[src/rtl/lcd_pkg.sv]
// Shared types and constants for the LCD1602 row driver.
package lcd_pkg;

  typedef enum logic [2:0] {
    ST_POWERUP,
    ST_INIT,
    ST_ADDR1,
    ST_ROW1,
    ST_ADDR2,
    ST_ROW2
  } state_t;

  // PH_IDLE only occurs before the first transfer; afterwards transfers run back to back
  typedef enum logic [1:0] {
    PH_IDLE,
    PH_SETUP,
    PH_PULSE,
    PH_HOLD
  } phase_t;

  localparam logic [7:0] CMD_FUNC_SET = 8'h38;
  localparam logic [7:0] CMD_DISP_ON  = 8'h0C;
  localparam logic [7:0] CMD_CLEAR    = 8'h01;
  localparam logic [7:0] CMD_ENTRY    = 8'h06;
  localparam logic [7:0] CMD_LINE1    = 8'h80;
  localparam logic [7:0] CMD_LINE2    = 8'hC0;

  function automatic int unsigned umax(input int unsigned a, input int unsigned b);
    return (a > b) ? a : b;
  endfunction

  // character idx of a row; character 0 sits in the top byte
  function automatic logic [7:0] row_byte(input logic [127:0] row, input logic [3:0] idx);
    return row[8*(15 - int'(idx)) +: 8];
  endfunction

endpackage

[src/rtl/lcd_xfer.sv]
// Single-byte LCD write engine: SETUP (1 cycle), PULSE (E high), HOLD (wait cycles).
// A new byte is accepted while idle or in the last HOLD cycle so transfers abut.
module lcd_xfer
  import lcd_pkg::*;
#(
  parameter int unsigned E_PULSE_CYC = 5,
  parameter int unsigned CNT_W       = 16
) (
  input  logic             clk,
  input  logic             nRst,
  input  logic             start,
  input  logic             rs,
  input  logic [7:0]       data,
  input  logic [CNT_W-1:0] wait_cyc,
  output logic             accept,
  output logic             done,
  output logic             lcd_en,
  output logic             lcd_rs,
  output logic [7:0]       lcd_data
);

  phase_t           phase, phase_n;
  logic [CNT_W-1:0] cnt, cnt_n, wait_q;
  logic             rs_q;
  logic [7:0]       data_q;

  // phase/counter register and the byte captured when a transfer is accepted
  always_ff @(posedge clk) begin
    if (!nRst) begin
      phase  <= PH_IDLE;
      cnt    <= '0;
      wait_q <= '0;
      rs_q   <= 1'b0;
      data_q <= '0;
    end else begin
      phase <= phase_n;
      cnt   <= cnt_n;
      if (accept) begin
        rs_q   <= rs;
        data_q <= data;
        wait_q <= wait_cyc;
      end
    end
  end

  // next phase; done marks the final HOLD cycle, counter clears on every phase change
  always_comb begin
    done    = (phase == PH_HOLD) && ((cnt + CNT_W'(1)) >= wait_q);
    accept  = start && ((phase == PH_IDLE) || done);
    phase_n = phase;
    cnt_n   = cnt;
    if (accept) begin
      phase_n = PH_SETUP;
      cnt_n   = '0;
    end else begin
      case (phase)
        PH_SETUP: begin
          phase_n = PH_PULSE;
          cnt_n   = '0;
        end
        PH_PULSE: begin
          if (cnt == CNT_W'(E_PULSE_CYC - 1)) begin
            phase_n = PH_HOLD;
            cnt_n   = '0;
          end else begin
            cnt_n = cnt + CNT_W'(1);
          end
        end
        PH_HOLD: begin
          if (done) begin
            phase_n = PH_IDLE;
            cnt_n   = '0;
          end else begin
            cnt_n = cnt + CNT_W'(1);
          end
        end
        default: ;
      endcase
    end
  end

  // bus outputs: rs/data held from SETUP until the next accepted byte
  always_comb begin
    lcd_en   = (phase == PH_PULSE);
    lcd_rs   = rs_q;
    lcd_data = data_q;
  end

endmodule

[src/rtl/lcd1602_row_driver.sv]
// 16x2 HD44780 driver: power-up wait, init commands, then continuous refresh of
// both lines from per-frame snapshots of row1/row2.
// Optional: LCD_ASCII_FILTER_EN replaces non-printable characters with spaces.
module lcd1602_row_driver
  import lcd_pkg::*;
#(
  parameter int unsigned POWERUP_CYC    = 150000,
  parameter int unsigned E_PULSE_CYC    = 5,
  parameter int unsigned CMD_WAIT_CYC   = 500,
  parameter int unsigned CLEAR_WAIT_CYC = 20000
) (
  input  logic         clk,
  input  logic         nRst,
  input  logic [127:0] row1,
  input  logic [127:0] row2,
  output logic         lcd_en,
  output logic         lcd_rs,
  output logic         lcd_rw,
  output logic [7:0]   lcd_data,
  output logic         init_done,
  output logic         frame_done
);

  localparam int unsigned CNT_W = $clog2(umax(POWERUP_CYC, CLEAR_WAIT_CYC) + 1);

  state_t           state, state_n;
  logic [3:0]       idx, idx_n;
  logic [CNT_W-1:0] pwr_cnt, pwr_cnt_n;
  logic [127:0]     snap1, snap2;
  logic             start, x_rs, accept, done;
  logic [7:0]       x_byte;
  logic [CNT_W-1:0] x_wait;
  logic             tag_init_last, tag_frame_last;

  function automatic logic [7:0] shown(input logic [7:0] c);
`ifdef LCD_ASCII_FILTER_EN
    return ((c < 8'h20) || (c > 8'h7E)) ? 8'h20 : c;
`else
    return c;
`endif
  endfunction

  // state register
  always_ff @(posedge clk) begin
    if (!nRst) begin
      state   <= ST_POWERUP;
      idx     <= '0;
      pwr_cnt <= '0;
    end else begin
      state   <= state_n;
      idx     <= idx_n;
      pwr_cnt <= pwr_cnt_n;
    end
  end

  // The FSM names the next byte to hand over, so it runs one transfer ahead of the bus;
  // tags remember which in-flight byte ends init or a frame for the status flags.
  always_ff @(posedge clk) begin
    if (!nRst) begin
      snap1          <= '0;
      snap2          <= '0;
      tag_init_last  <= 1'b0;
      tag_frame_last <= 1'b0;
      init_done      <= 1'b0;
      frame_done     <= 1'b0;
    end else begin
      if (accept && (state == ST_ADDR1)) begin
        snap1 <= row1;
        snap2 <= row2;
      end
      if (accept) begin
        tag_init_last  <= (state == ST_INIT) && (idx == 4'd3);
        tag_frame_last <= (state == ST_ROW2) && (idx == 4'd15);
      end
      if (done && tag_init_last) init_done <= 1'b1;
      frame_done <= done && tag_frame_last;
    end
  end

  // next-state: advance whenever the transfer engine accepts the current byte
  always_comb begin
    state_n   = state;
    idx_n     = idx;
    pwr_cnt_n = pwr_cnt;
    case (state)
      ST_POWERUP: begin
        if (pwr_cnt == CNT_W'(POWERUP_CYC - 1)) begin
          state_n   = ST_INIT;
          pwr_cnt_n = '0;
        end else begin
          pwr_cnt_n = pwr_cnt + CNT_W'(1);
        end
      end
      ST_INIT: begin
        if (accept) begin
          idx_n = idx + 4'd1;
          if (idx == 4'd3) begin
            state_n = ST_ADDR1;
            idx_n   = '0;
          end
        end
      end
      ST_ADDR1: if (accept) state_n = ST_ROW1;
      ST_ROW1: begin
        if (accept) begin
          idx_n = idx + 4'd1;
          if (idx == 4'd15) state_n = ST_ADDR2;
        end
      end
      ST_ADDR2: if (accept) state_n = ST_ROW2;
      ST_ROW2: begin
        if (accept) begin
          idx_n = idx + 4'd1;
          if (idx == 4'd15) state_n = ST_ADDR1;
        end
      end
      default: state_n = ST_POWERUP;
    endcase
  end

  // output decode: byte, register select and hold time for the current item
  always_comb begin
    start  = 1'b1;
    x_rs   = 1'b0;
    x_byte = CMD_FUNC_SET;
    x_wait = CNT_W'(CMD_WAIT_CYC);
    case (state)
      ST_POWERUP: start = 1'b0;
      ST_INIT: begin
        case (idx)
          4'd0: x_byte = CMD_FUNC_SET;
          4'd1: x_byte = CMD_DISP_ON;
          4'd2: begin
            x_byte = CMD_CLEAR;
            x_wait = CNT_W'(CLEAR_WAIT_CYC);
          end
          default: x_byte = CMD_ENTRY;
        endcase
      end
      ST_ADDR1: x_byte = CMD_LINE1;
      ST_ROW1: begin
        x_rs   = 1'b1;
        x_byte = shown(row_byte(snap1, idx));
      end
      ST_ADDR2: x_byte = CMD_LINE2;
      ST_ROW2: begin
        x_rs   = 1'b1;
        x_byte = shown(row_byte(snap2, idx));
      end
      default: start = 1'b0;
    endcase
  end

  assign lcd_rw = 1'b0;

  lcd_xfer #(
    .E_PULSE_CYC(E_PULSE_CYC),
    .CNT_W      (CNT_W)
  ) u_xfer (
    .clk     (clk),
    .nRst    (nRst),
    .start   (start),
    .rs      (x_rs),
    .data    (x_byte),
    .wait_cyc(x_wait),
    .accept  (accept),
    .done    (done),
    .lcd_en  (lcd_en),
    .lcd_rs  (lcd_rs),
    .lcd_data(lcd_data)
  );

endmodule

[config.mk]
export PLATFORM = sky130hd
export DESIGN_NAME = lcd1602_row_driver
export DESIGN_NICKNAME = d
export VERILOG_FILES = /design/src/rtl/lcd_pkg.sv /design/src/rtl/lcd_xfer.sv /design/src/rtl/lcd1602_row_driver.sv
export SDC_FILE = /design/constraint.sdc
export NUM_CORES = 1
export LEC_CHECK = 0
export ABC_CLOCK_PERIOD_IN_PS = 5250
export BUFFER_PORTS_ARGS = -buffer_cell sky130_fd_sc_hd__buf_2
export CORE_MARGIN = 2
export CORE_UTILIZATION = 50
export CTS_BUF_LIST = sky130_fd_sc_hd__clkbuf_4
export CTS_CLUSTER_SIZE = 16
export DETAILED_ROUTE_END_ITERATION = 16
export PLACE_DENSITY = 0.8
export SYNTH_ARGS = -nofsm -noshare
export SYNTH_HDL_FRONTEND = slang
export SYNTH_SLANG_ARGS = --single-unit
[constraint.sdc]
create_clock -name clk -period 5.25 [get_ports clk]
set_clock_uncertainty 0.2 [all_clocks]
set_input_delay 1.05 -clock clk [delete_from_list [all_inputs] [get_ports clk]]
set_output_delay 1.05 -clock clk [all_outputs]
set_load 0.005 [all_outputs]
* Yosys cells after proc, flatten, opt, wreduce, memory -nomap -nowiden *
Index checks and enable logic that the tools add are counted.

storage, ports and cells
  flip-flop bits (word level) = 332
  bits in latches = 0
  bits in writable memories = 0
  bits in read-only memories = 0
  input port bits = 258
  output and inout port bits = 13
  logic and storage cells = 100
  memories kept = 0

cells by class
  $add $sub $neg = 4
  multipliers = 0
  divide/modulo/power cells = 0
  magnitude comparators = 1
  equality and inequality tests = 28
  shift operators = 2
  muxes and demuxes = 28
  bitwise gates (word level) = 1
  reductions and logical operators = 21

operator list
  kind                     count
  $shiftx A128 B8 Y8       2
  $mux W18                 3
  $pmux W18 S3             1
  $pmux W8 S5              1
  $add A18 B1 Y18 const B  2
  $mux W15                 2
  $mux W3                  9
  $eq A18 B18 Y1 const B   1
  $eq A18 B3 Y1 const B    1
  $ge A18 B18 Y1           1
  $pmux W3 S6              1
  $pmux W6 S3              1
  $ne A2 B2 Y1 const B     8
  $mux W4                  3
  $reduce_and A3 Y1        3
  $reduce_and A9 Y1        1
  $eq A4 B2 Y1 const B     2
  $ne A2 B1 Y1 const B     4
  $pmux W4 S2              1
  $logic_and A1 B1 Y1      7
  $eq A3 B2 Y1 const B     2
  $eq A3 B3 Y1 const B     2
  $pmux W2 S3              1
  $reduce_or A5 Y1         1
  20 further kinds         25

* Depth between registers and ports, before layout *
  word-level depth = 7
  mapped depth = 17
  mapped depth without buffers = 14

* Modules after synthesis *
Synthesis repeated with hierarchy kept, for this count alone.

second synthesis, totals
  cells, all modules = 1937
  area total of the unflattened synthesis = 16178.0 µm²

by module, submodules not included
  module              times used  cells each  area an instance (µm²)  seq. area each (µm²)
  lcd1602_row_driver  1           1544        13145.1                 5705.5
  lcd_xfer            1           393         3032.9                  940.9

* Worst setup path before layout *
OpenSTA, ideal clock, no wires.

  path kind = reg-to-reg
  from = register u_xfer.cnt[1]
  to = register snap1[100]
  setup time = 0.120 ns
  arrival = 3.306 ns
  data required time = 4.930 ns
  path slack = 1.624 ns
  cell stages (with the launch flop) = 18
  buffers on the path = 3
  period minus slack after synthesis = 3.626 ns
  path through = dfxtp_1 > ha_1 > nand4_1 > nor2_1 > nand3_1 > and2_1 > or2_2 > ha_1 > a21oi_1 > nand2_1 > mux2i_1 > a21bo_2 > nand4_4 > and4_4 > buf_6 > buf_6 > buf_6 > mux2i_1

between the ends
  longest elaborated chain between the ends = 6

RTL lines
  item                      RTL line                  source
  start: declaration        lcd_xfer.sv:23            logic [CNT_W-1:0] cnt, cnt_n, wait_q;
  start signal: assignment  lcd_xfer.sv:37            cnt <= cnt_n;
  $add A18 B1 Y18           lcd_xfer.sv:48            done = (phase == PH_HOLD) && ((cnt + CNT_W'(1)) >= wait_q);
  $ge A18 B18 Y1            lcd_xfer.sv:48
  $logic_and A1 B1 Y1       lcd_xfer.sv:48
  $logic_or A1 B1 Y1        lcd_xfer.sv:49            accept = start && ((phase == PH_IDLE) || done);
  $logic_and A1 B1 Y1       lcd_xfer.sv:49
  $logic_and A1 B1 Y1       lcd1602_row_driver.sv:67  if (accept && (state == ST_ADDR1)) begin
  end signal: assignment    lcd1602_row_driver.sv:68  snap1 <= row1;
  end: declaration          lcd1602_row_driver.sv:29  logic [127:0] snap1, snap2;

Every way passes these cells.
A chain may end at the register's enable or synchronous reset.

* Worst setup path after layout *
  from = register u_xfer.cnt[0]
  to = register u_xfer.cnt[8]

between the ends
  longest elaborated chain between the ends = 6
  elaborated cells on any way between the ends = 10
  classes of those cells = add/sub: 1; order compare: 1; eq/ne: 1; mux: 3; reduce/logical: 4

RTL lines
  item
  branches (longest 6 deep; another with $add A18 B1 Y18)

Several ways; the timed one is not identified.

==> results.yml <==
synth:
  syn-cell-area_um2: 16000
  synth_compound_area_share_pct: 5.66
  yosys_warnings: 0
  postSynthAreaPerCell_um2: 9.23
  synth.area.mux_share_pct: 28.0
  synth_cells: 1729
  synth-xor-area-share_pct: 0.713
  ys_seq_area_share_pct: 39.8
  ys.flop_type: "dfxtp_1"
  synth_edf_count: 0
  ys_types: 64
  synth_top_cell_area_share_pct: 39.8
  async_flop_share_pct: 0
  synthSimpleGateAreaFrac_pct: 19.2
  synth_seq_cells: 317
  synth_top_family_by_area: "multiplexers"
  synthAdderAreaFrac_pct: 1.41
  syn-num-nets: 2005
  netlist.top_cell.by_area: "dfxtp_1"
  ys_top_cells_by_area: "dfxtp_1, mux2i_1, nand2_1, mux4_2, buf_6"
clock_tree:
  cts-resized-gates: 0
  cts_buffer_depth: 3
  cts_tree: "yes"
  ctsHoldBuffers: 0
  numCtsBuffers: 82
  clkSinkCount: 317
  worstSkewPairLatency_ns: 0.74
  path_clk_slew_ns: 0.06
  cts_max_level: 3
  post_cts_buffers: 0
  clock-root-buffer: "clkbuf_4"
timing:
  final.period_utilization_pct: 84.7
  tns_ns: 0
  hold_viol: 0
  setup_violations: 0
  grt_setup_unrepaired: "no"
  worstMarginPinSlew_ns: 1.16
  finalMaxSlewViolations: 0
  finalCriticalPeriod_ns: 4.45
  fmax_mhz: 225
  max_slew_margin_pct: 22.6
finish:
  fin_nets: 2245
  drive_gt1_share_pct: 25.0
  syn_to_final_growth_pct: 14.7
  layout_common_cells: "nand2_1, dfxtp_1, mux2i_1"
  finalInstanceArea_um2: 18300
  final_common_cell: "nand2_1"
drt:
  viasPerCell: 5.57
  wl_per_cell_um: 17.5
  num_vias: 13500
  dr.first_iter.drc_count: 1051
  wirelength_mm: 42.4
  dr.pass1.iters: 5
  drc: 0
  ant_nets: 0
floorplanning:
  io_pins: 271
  die_x_um: 183
  dieArea_um2: 33400
  num_rows: 65
  initial_core_util_pct: 50.7
  core_um2: 31500
  die_y_um: 183
setup_path:
  cp_cell_sequence: "ha_1, nand4_1, nor2_1, nand3_1, and2_1, or2_2, ha_1, a21oi_1, nand2_1, mux2i_1, a21oi_1, a2111oi_4, o21ai_0, a311oi_1"
  startpoint_type: "flop"
  critPathArrivalTime_ns: 4.82
  crit_fanout: 17
  end_kind: "flop"
  slowest_delay_ns: 0.89
  cp_slowest_cell: "a2111oi_4"
  path_class: "reg2reg"
  required_ns: 5.62
grt:
  grt_max_degree: 169
  grt.overflow.total: 0
  antenna_found_initial: 8
  grtUsageTotal_pct: 25.0
  grt_pass1_wl_mm: 66.6
  grt_pass1_vias: 13300
placement:
  dpl-instance-area_um2: 17300
  dp_hpwl_mm: 29.9
  place.gp.congestion: 0.906
  port-buffer-count: 269
min_path:
  hp-class: "reg2reg"
power:
  power_density_nw_per_um2: 270
  vdd_ir_drop_max_uv: 157
  p_leak_nw: 7.07
job:
  maxCapViolCount: 0
status:
  outcome: "complete, no violations"
-- cell type report --
class / count / area [µm²]
fillers: 2615 / 13200
clock buffers: 115 / 863
clock inverters: 18 / 95.1
well taps: 402 / 503
repair buffers: 290 / 1630
inverters: 18 / 68.8
multi-input cells: 1260 / 8790
diodes: 4 / 10.0
flip-flops and latches: 317 / 6350
-- synthesized netlist by cell type (all sizes together) (2+ instances only) --
cell type,instances
nor4,10
or4,5
mux4,72
o2111ai,2
buf,53
a311oi,7
xnor2,8
nor2b,4
a22oi,7
and4,3
a21boi,3
o211a,3
nand2,572
a31oi,4
and3,6
o311ai,2
or3,10
o21a,8
or2,3
nor3b,4
mux2i,283
o31ai,2
nand3,26
nor3,17
nor4b,4
a41oi,5
xor2,5
a211oi,6
clkbuf,81
nand2b,5
mux2,2
nand3b,2
nand4,10
nor2,47
o21ai,28
and2,5
o221a,2
inv,18
a21oi,47
ha,18
dfxtp,317
o211ai,2
-- worst max-delay path, delay by kind of cell (launching register included) --
| family | cells | cell delay [ns] |
|---|---|---|
| AOI/OAI and AO/OA | 5 | 1.76 |
| adders and majority gates | 2 | 0.49 |
| DFF | 1 | 0.43 |
| muxes | 1 | 0.23 |
| and+or+nand+nor | 6 | 1.19 |
-- flip-flops by register name, indices dropped and copies added, names as in the netlist --
| register | cells |
|---|---|
| u_xfer.cnt | 18 |
| u_xfer.lcd_rs | 1 |
| tag_frame_last | 1 |
| snap1 | 128 |
| state | 3 |
| init_done | 1 |
| u_xfer.lcd_data | 8 |
| u_xfer.phase | 2 |
| u_xfer.wait_q | 3 |
| snap2 | 128 |
| tag_init_last | 1 |
| idx | 4 |
| frame_done | 1 |
| pwr_cnt | 18 |
-- kinds of logic after synthesis --
| kind of cell | Yosys count |
|---|---|
| AO/OA/AOI/OAI | 136 |
| XOR/XNOR | 13 |
| adder cells (fa/ha/maj) | 18 |
| buffers and inverters | 152 |
| flip-flops | 317 |
| multiplexers | 357 |
| other | 1 |
| AND/OR/NAND/NOR | 735 |
-- where the power goes --
group	internal (mW)	leakage, nW	switching, mW	total (mW)
Clock	1.01	0.564	1.02	2.02
Combinational	0.173	3.95	0.281	0.454
Sequential	2.42	2.55	0.0311	2.46
Total	3.61	7.07	1.33	4.93
-- metrics by stage --
stage | total power, mW | instances | worst slack [ns] | hold slack, ns | utilization [%]
3_3_place_gp | 2.95 | 2287 | 1.08 | 0.239 | 55.1
6_report | 4.93 | 2424 | 0.802 | 0.251 | 58.2
3_5_place_dp | 2.96 | 2287 | 0.893 | 0.243 | 55.1
4_1_cts | 4.98 | 2420 | 0.901 | 0.256 | 58.1
2_1_floorplan | 2.76 | 1729 | 1.62 | 0.232 | -
5_1_grt | 5.15 | 2423 | 0.392 | 0.268 | 58.1
-- layer usage --
layer  part of all wire (%)  up-vias  wire (µm)  global-route usage, %
met3                    7.6      115       3220                   6.25
met4                    2.8        8       1170                   9.16
met2                     48      513      20500                   42.2
met5                   0.16        -         69                      0
li1                       -     6505          -                      -
met1                     41     6350      17400                   30.9
-- final timing paths --
path,slack (ns),start,depth (start not counted),end
setup / recovery,0.80,u_xfer.cnt[0],14,u_xfer.cnt[8]
hold / removal,0.25,snap1[6],2,snap1[6]
setup reg to reg,0.80,u_xfer.cnt[0],14,u_xfer.cnt[8]
hold reg to reg,0.25,snap1[6],2,snap1[6]
No activity file was read; power rests on OpenSTA's default activity.
